File: src/rtl/sm3_pkg.sv
// rtl/sm3_pkg.sv - shared constants and state type for the SM3 message feeder
//
// Purpose: command encodings, status bit position, block geometry and the
//          feeder state enum used by sm3_msg_feeder and sm3_pad_buf.
// Ports:   none (package).

package sm3_pkg;

  // Core command encodings on core_cmd_i, laid out as {cont,start,read}.
  localparam logic [2:0] CMD_START = 3'b010;
  localparam logic [2:0] CMD_CONT  = 3'b110;
  localparam logic [2:0] CMD_READ  = 3'b001;

  // Position of the busy flag in the core status word.
  localparam int BUSY_BIT = 3;

  // One SM3 block is 64 bytes; the 64-bit length field starts at byte 56.
  localparam int BLK_BYTES = 64;
  localparam int LEN_OFS   = 56;

  typedef enum logic [2:0] {
    S_FILL,
    S_PAD,
    S_START,
    S_SEND,
    S_WAIT,
    S_RDCMD,
    S_READ,
    S_OUT
  } feeder_state_e;

endpackage

File: src/rtl/sm3_pad_buf.sv
// rtl/sm3_pad_buf.sv - 64-byte block buffer with byte write and word read
//
// Purpose: holds one 512-bit SM3 block while it is filled byte by byte and
//          then streamed out as 16 big-endian 32-bit words.
// Ports:
//   clk      in   1   clock
//   clear    in   1   synchronous clear of all bytes to zero
//   wr_en    in   1   byte write enable
//   wr_ptr   in   6   byte address 0..63
//   wr_data  in   8   byte to write
//   rd_idx   in   4   word index 0..15
//   rd_word  out  32  word rd_idx, byte 4*rd_idx in bits 31:24

module sm3_pad_buf
  import sm3_pkg::*;
(
  input  logic        clk,
  input  logic        clear,
  input  logic        wr_en,
  input  logic [5:0]  wr_ptr,
  input  logic [7:0]  wr_data,
  input  logic [3:0]  rd_idx,
  output logic [31:0] rd_word
);

  logic [7:0] mem [BLK_BYTES];

  always_ff @(posedge clk) begin
    if (clear) begin
      for (int i = 0; i < BLK_BYTES; i++) begin
        mem[i] <= 8'h00;
      end
    end else if (wr_en) begin
      mem[wr_ptr] <= wr_data;
    end
  end

  assign rd_word = {mem[{rd_idx, 2'd0}], mem[{rd_idx, 2'd1}],
                    mem[{rd_idx, 2'd2}], mem[{rd_idx, 2'd3}]};

endmodule

File: src/rtl/sm3_msg_feeder.sv
// rtl/sm3_msg_feeder.sv - byte-stream initiator for the SM3 core cmd/din/dout interface
//
// Purpose: accepts message bytes, applies SM3 padding (0x80, zero fill,
//          64-bit big-endian bit length), issues start/continue commands,
//          streams each block as 16 words, then reads back the 256-bit digest.
// Build option: SM3_FEEDER_ZEROIZE_EN - clear buffer and digest after the
//          digest handshake and drive core_din to zero outside word streaming.
// Ports:
//   clk           in   1    clock
//   reset         in   1    synchronous, active-high
//   in_data       in   8    message byte (first byte of a word -> bits 31:24)
//   in_valid      in   1    byte valid
//   in_last       in   1    final byte of the message
//   in_ready      out  1    byte accepted when in_valid & in_ready
//   digest        out  256  {A..H}, A in 255:224
//   digest_valid  out  1    held until digest_ready
//   digest_ready  in   1    consumer accept
//   core_din      out  32   block word to core
//   core_dout     in   32   digest word from core
//   core_cmd_i    out  3    command {cont,start,read}
//   core_cmd_w    out  1    single-cycle command write strobe
//   core_cmd_o    in   4    core status, bit 3 = busy

module sm3_msg_feeder
  import sm3_pkg::*;
#(
  parameter int LEN_W    = 64,
  parameter int READ_LAT = 5
) (
  input  logic         clk,
  input  logic         reset,
  input  logic [7:0]   in_data,
  input  logic         in_valid,
  input  logic         in_last,
  output logic         in_ready,
  output logic [255:0] digest,
  output logic         digest_valid,
  input  logic         digest_ready,
  output logic [31:0]  core_din,
  input  logic [31:0]  core_dout,
  output logic [2:0]   core_cmd_i,
  output logic         core_cmd_w,
  input  logic [3:0]   core_cmd_o
);

`ifdef SM3_FEEDER_ZEROIZE_EN
  localparam bit ZEROIZE = 1'b1;
`else
  localparam bit ZEROIZE = 1'b0;
`endif

  // Read counter must reach READ_LAT-1+7 (last digest word).
  localparam int RD_W = $clog2(READ_LAT + 8) + 1;

  feeder_state_e state, state_d;

  logic [5:0]       ptr;
  logic [LEN_W-1:0] bitlen;
  logic             need80;       // 0x80 terminator still to be written
  logic             no_len;       // 0x80 landed in 56..63, length goes in the next block
  logic             final_blk;    // block being processed carries the length
  logic             pad_pending;  // another pad-only block follows this one
  logic             first_blk;    // next START is the first block of a message
  logic [3:0]       word_idx;
  logic [RD_W-1:0]  rd_cnt;

  logic             buf_we;
  logic [7:0]       buf_wdata;
  logic             buf_clear;
  logic [3:0]       buf_rd_idx;
  logic [31:0]      buf_word;

  logic [63:0]      len64;
  logic             at_end;
  logic             in_len_field;
  logic             block_has_len;
  logic             busy;
  logic             rd_capture;
  logic [2:0]       rd_word_idx;
  logic             unused_status;

  assign len64         = 64'(bitlen);
  assign at_end        = (ptr == 6'(BLK_BYTES - 1));
  assign in_len_field  = !no_len && (ptr >= 6'(LEN_OFS));
  // Whether the block closing now holds the length; a 0x80 written at
  // byte 56 or later pushes the length into an extra block.
  assign block_has_len = need80 ? (ptr < 6'(LEN_OFS)) : !no_len;
  assign busy          = core_cmd_o[BUSY_BIT];
  assign unused_status = ^core_cmd_o[2:0];
  assign rd_capture    = (rd_cnt >= RD_W'(READ_LAT - 1));
  assign rd_word_idx   = 3'(rd_cnt - RD_W'(READ_LAT - 1));

  // Word 0 is fetched during START so it is on core_din in the first SEND cycle.
  assign buf_rd_idx = (state == S_SEND) ? (word_idx + 4'd1) : 4'd0;
  assign buf_clear  = reset || (ZEROIZE && (state == S_OUT) && digest_ready);

  sm3_pad_buf u_buf (
    .clk     (clk),
    .clear   (buf_clear),
    .wr_en   (buf_we),
    .wr_ptr  (ptr),
    .wr_data (buf_wdata),
    .rd_idx  (buf_rd_idx),
    .rd_word (buf_word)
  );

  always_ff @(posedge clk) begin
    if (reset) begin
      state <= S_FILL;
    end else begin
      state <= state_d;
    end
  end

  always_comb begin
    state_d      = state;
    in_ready     = 1'b0;
    digest_valid = 1'b0;
    core_cmd_w   = 1'b0;
    core_cmd_i   = 3'b000;
    buf_we       = 1'b0;
    buf_wdata    = in_data;
    unique case (state)
      S_FILL: begin
        in_ready = 1'b1;
        if (in_valid) begin
          buf_we = 1'b1;
          if (at_end) begin
            state_d = S_START;
          end else if (in_last) begin
            state_d = S_PAD;
          end
        end
      end
      S_PAD: begin
        buf_we = 1'b1;
        if (need80) begin
          buf_wdata = 8'h80;
        end else if (in_len_field) begin
          buf_wdata = 8'(len64 >> {~ptr[2:0], 3'b000});
        end else begin
          buf_wdata = 8'h00;
        end
        if (at_end) begin
          state_d = S_START;
        end
      end
      S_START: begin
        core_cmd_w = 1'b1;
        core_cmd_i = first_blk ? CMD_START : CMD_CONT;
        state_d    = S_SEND;
      end
      S_SEND: begin
        if (word_idx == 4'd15) begin
          state_d = S_WAIT;
        end
      end
      S_WAIT: begin
        if (!busy) begin
          if (final_blk) begin
            state_d = S_RDCMD;
          end else if (pad_pending) begin
            state_d = S_PAD;
          end else begin
            state_d = S_FILL;
          end
        end
      end
      S_RDCMD: begin
        core_cmd_w = 1'b1;
        core_cmd_i = CMD_READ;
        state_d    = S_READ;
      end
      S_READ: begin
        if (rd_capture && (rd_word_idx == 3'd7)) begin
          state_d = S_OUT;
        end
      end
      S_OUT: begin
        digest_valid = 1'b1;
        if (digest_ready) begin
          state_d = S_FILL;
        end
      end
      default: state_d = S_FILL;
    endcase
  end

  always_ff @(posedge clk) begin
    if (reset) begin
      ptr         <= '0;
      bitlen      <= '0;
      need80      <= 1'b0;
      no_len      <= 1'b0;
      final_blk   <= 1'b0;
      pad_pending <= 1'b0;
      first_blk   <= 1'b1;
      word_idx    <= '0;
      rd_cnt      <= '0;
      digest      <= '0;
      core_din    <= '0;
    end else begin
      unique case (state)
        S_FILL: begin
          if (in_valid) begin
            bitlen <= bitlen + LEN_W'(8);
            if (at_end) begin
              final_blk <= 1'b0;
              if (in_last) begin
                pad_pending <= 1'b1;
                need80      <= 1'b1;
              end
            end else begin
              ptr <= ptr + 6'd1;
              if (in_last) begin
                need80 <= 1'b1;
                no_len <= 1'b0;
              end
            end
          end
        end
        S_PAD: begin
          if (need80) begin
            need80 <= 1'b0;
            no_len <= (ptr >= 6'(LEN_OFS));
          end
          if (at_end) begin
            final_blk   <= block_has_len;
            pad_pending <= !block_has_len;
          end else begin
            ptr <= ptr + 6'd1;
          end
        end
        S_START: begin
          first_blk <= 1'b0;
          word_idx  <= '0;
          core_din  <= buf_word;
        end
        S_SEND: begin
          word_idx <= word_idx + 4'd1;
          if (word_idx != 4'd15) begin
            core_din <= buf_word;
          end else if (ZEROIZE) begin
            core_din <= '0;
          end
        end
        S_WAIT: begin
          if (!busy) begin
            ptr    <= '0;
            rd_cnt <= '0;
            if (!final_blk && pad_pending) begin
              pad_pending <= 1'b0;
              no_len      <= 1'b0;
            end
          end
        end
        S_READ: begin
          rd_cnt <= rd_cnt + RD_W'(1);
          if (rd_capture) begin
            digest[{~rd_word_idx, 5'b00000} +: 32] <= core_dout;
          end
        end
        S_OUT: begin
          if (digest_ready) begin
            bitlen    <= '0;
            first_blk <= 1'b1;
            if (ZEROIZE) begin
              digest <= '0;
            end
          end
        end
        default: ;
      endcase
    end
  end

endmodule
File: config.mk
export PLATFORM = sky130hd
export DESIGN_NAME = sm3_msg_feeder
export DESIGN_NICKNAME = d
export VERILOG_FILES = /design/src/rtl/sm3_pkg.sv /design/src/rtl/sm3_pad_buf.sv /design/src/rtl/sm3_msg_feeder.sv
export SDC_FILE = /design/constraint.sdc
export NUM_CORES = 2
export LEC_CHECK = 0
export CAP_MARGIN = 20
export CORE_ASPECT_RATIO = 1.75
export CORE_MARGIN = 2
export CORE_UTILIZATION = 25
export CTS_BUF_LIST = sky130_fd_sc_hd__clkbuf_8 sky130_fd_sc_hd__clkbuf_16
export CTS_CLUSTER_DIAMETER = 100
export DETAILED_ROUTE_END_ITERATION = 8
export GPL_TIMING_DRIVEN = 1
export PLACE_DENSITY = 0.47
export SYNTH_ARGS = -nofsm -noshare
export SYNTH_HDL_FRONTEND = slang
export SYNTH_HIERARCHICAL = 1
export SYNTH_SLANG_ARGS = --single-unit
File: constraint.sdc
create_clock -name clk -period 4.5 [get_ports clk]
set_input_delay 0.675 -clock clk [delete_from_list [all_inputs] [get_ports clk]]
set_output_delay 0.675 -clock clk [all_outputs]
set_load 0.02 [all_outputs]
==> flow_metrics.env <==
export IMPL_post_dp_cell_area_um2=43700
export IMPL_cts_buffers=80
export IMPL_clkLatencyLatePin_ns=0.69
export IMPL_fin_crit_sh=0.829
export IMPL_finalHoldViolCount=0
export IMPL_synth_compound_area_share=0.0780
export IMPL_required_ns=5.00
export IMPL_area_growth_pct=21.0
export IMPL_synth_simple_area_share=0.181
export IMPL_yosys_top_cells_area="edfxtp_1, dfxtp_1, mux4_2"
export IMPL_power_leakage_nw=14.5
export IMPL_maxSlewHeadroom=0.298
export IMPL_fmax_ghz=0.268
export IMPL_rsz0062_at_grt="false"
export IMPL_worst_slack_ns=0.771
export IMPL_seq_area_um2=22800
export IMPL_h_tree_depth=3
export IMPL_irDropWorstVdd_mv=0.257
export IMPL_drt_iter0_drc=1797
export IMPL_ys_top_cells_by_count="nor2_1, edfxtp_1, nand2_1, dfxtp_1, a21oi_1"
export IMPL_multi_input_area_um2=14100
export IMPL_run_status="finished, final reports clean"
export IMPL_dieWidth_um=299
export IMPL_synthCells=3469
export IMPL_coreArea_um2=152000
export IMPL_fin_area_um2=46200
export IMPL_port_buffers=339
export IMPL_synth_nets=3531
export IMPL_avgSynthCellArea_um2=11.0
export IMPL_synth_edf_count=512
export IMPL_start_kind="register"
export IMPL_synth_area_leader_cell="edfxtp_1"
export IMPL_antenna_found_initial=5
export IMPL_synth_most_common_cell="nor2_1"
export IMPL_setup_tns_ns=0
export IMPL_ctsRootBufferMaster="clkbuf_16"
export IMPL_holdPathStages=2
export IMPL_cp_end_kind="register"
export IMPL_yosys_warnings=6
export IMPL_maxCapViolCount=0
export IMPL_fin_crit_ns=3.73
export IMPL_post_synth_xor_area_fraction=0.00849
export IMPL_dieArea_um2=156000
export IMPL_grt_pass1_vias=27300
export IMPL_ant_nets=0
export IMPL_grt_first_pass_wirelength_um=199000
export IMPL_slew_viol_final=0
export IMPL_drive_above_1_share=0.109
export IMPL_gp_congestion=0.859
export IMPL_post_cts_resized=0
export IMPL_synth_top_family_by_area="simple AND/OR/NAND/NOR gates"
export IMPL_vias=28100
export IMPL_dr_pass1_iters=5
export IMPL_ys_ff_latch=884
export IMPL_cts_max_path_buffers=3
export IMPL_drc=0
export IMPL_pre_cts_ws_ns=0.702
export IMPL_synth_adder_area_share=0.00426
export IMPL_setup_viol=0
export IMPL_track_usage=0.174
export IMPL_grt_max_degree=119
export IMPL_crit_type="reg2reg"
export IMPL_reg2regPathDepth=9
export IMPL_synth_top_area_share=0.403
export IMPL_overflow=0
export IMPL_dp_hpwl_um=99100
export IMPL_muxShareOfSynthArea=0.0959
export IMPL_worstHoldPathType="reg2reg"
export IMPL_finalPower_mw=16.9
export IMPL_p_per_area_nw_per_um2=366
export IMPL_detail_route_wl_per_cell_um=24.3
export IMPL_synth_main_ff_cell="edfxtp_1"
export IMPL_via_per_inst=4.88
export IMPL_critical_path_arrival_ns=4.23
export IMPL_initial_core_util=0.252
export IMPL_hold_buffers=0
export IMPL_totalWireLength_um=140000
export IMPL_synth_distinct_cells=71
export IMPL_post_cts_buffers=0
export IMPL_clkTransAtPathRegs_ns=0.07
export IMPL_path_max_fanout=8
export IMPL_worst_pin_slew_ns=1.05
export IMPL_die_y_um=521
export IMPL_synth_seq_area_share=0.598
export IMPL_syn_area_um2=38200
export IMPL_num_fill_cells=15600
export IMPL_async_reset_ff_frac=0
export IMPL_fin_util=0.305
export IMPL_core_rowCount=189
export IMPL_skew_ns=0.0252
export IMPL_nets=3752
export IMPL_io_pins=343
export IMPL_cts_sinks=884
export IMPL_cts_tree="done"
state kept, by name, summed over array words and instances (netlist names):
signal,count
core_din,32
final_blk,1
need80,1
pad_pending,1
u_buf/mem,512
no_len,1
first_blk,1
state,3
ptr,6
digest,256
rd_cnt,5
word_idx,4
bitlen,61
per-layer routing:
layer  vias to the layer above  wire [µm]  GRT usage
li1                      12800          -          -
met1                     14100      51800      0.192
met2                      1014      72600      0.321
met3                       227       8840     0.0328
met4                         4       6760     0.0805
met5                         -         25          0
final cells by class:
type	count	area share
flip-flops and latches	884	0.494
multi-input cells	2269	0.306
repair buffers	434	0.0906
well taps	2005	0.0543
clock buffers	86	0.0451
clock inverters	54	0.00805
inverters	21	0.00171
diodes	3	0.000163
where the power goes:
part | internal, mW | leakage, nW | switching [mW] | total, mW
Combinational | 0.375 | 5.14 | 0.981 | 1.36
Clock | 3.52 | 1.26 | 3.15 | 6.68
Sequential | 8.76 | 8.10 | 0.113 | 8.87
logic make-up after synthesis:
logic type	count (synthesis)
AND/OR/NAND/NOR	1536
flip-flops	884
buffers and inverters	316
AO/OA/AOI/OAI	494
multiplexers	189
adder cells (fa/ha/maj)	13
XOR/XNOR	37
worst paths after layout:
check | startpoint | to | slack [ns]
setup / recovery | state[0] | u_buf/mem[4][2] | 0.77
hold / removal | digest[154] | digest[154] | 0.45
setup reg to reg | state[0] | u_buf/mem[4][2] | 0.77
hold reg to reg | digest[154] | digest[154] | 0.45
critical path, stage by stage (launching register included):
cell      delay (ns)
dfxtp_1         0.40
ha_1            0.32
nand2b_1        0.24
nor2_1          0.20
nand2_1         0.23
a211oi_1        0.26
a21o_1          0.16
nor2b_1         0.79
nand2_1         0.62
nor2_1          0.32
placed cells by master, fill, tap and decap left out, types with 46 or more instances in the layout:
cell type / count
clkbuf_16: 80
and2_1: 80
clkdlybuf4s50_1: 338
mux4_2: 141
edfxtp_1: 512
a21oi_1: 298
nor2_1: 568
buf_4: 89
nand3_1: 252
nand2_1: 460
mux2i_1: 46
dfxtp_1: 371
a22oi_1: 65
a21o_1: 48
through the flow:
step	hold slack, ns	std cells
2_1_floorplan	0.423	3469
3_3_place_gp	0.438	5613
3_5_place_dp	0.444	5613
4_1_cts	0.452	5753
5_1_grt	0.467	5755
6_report	0.451	5756
Note: power is estimated with default switching activity, not from simulation.
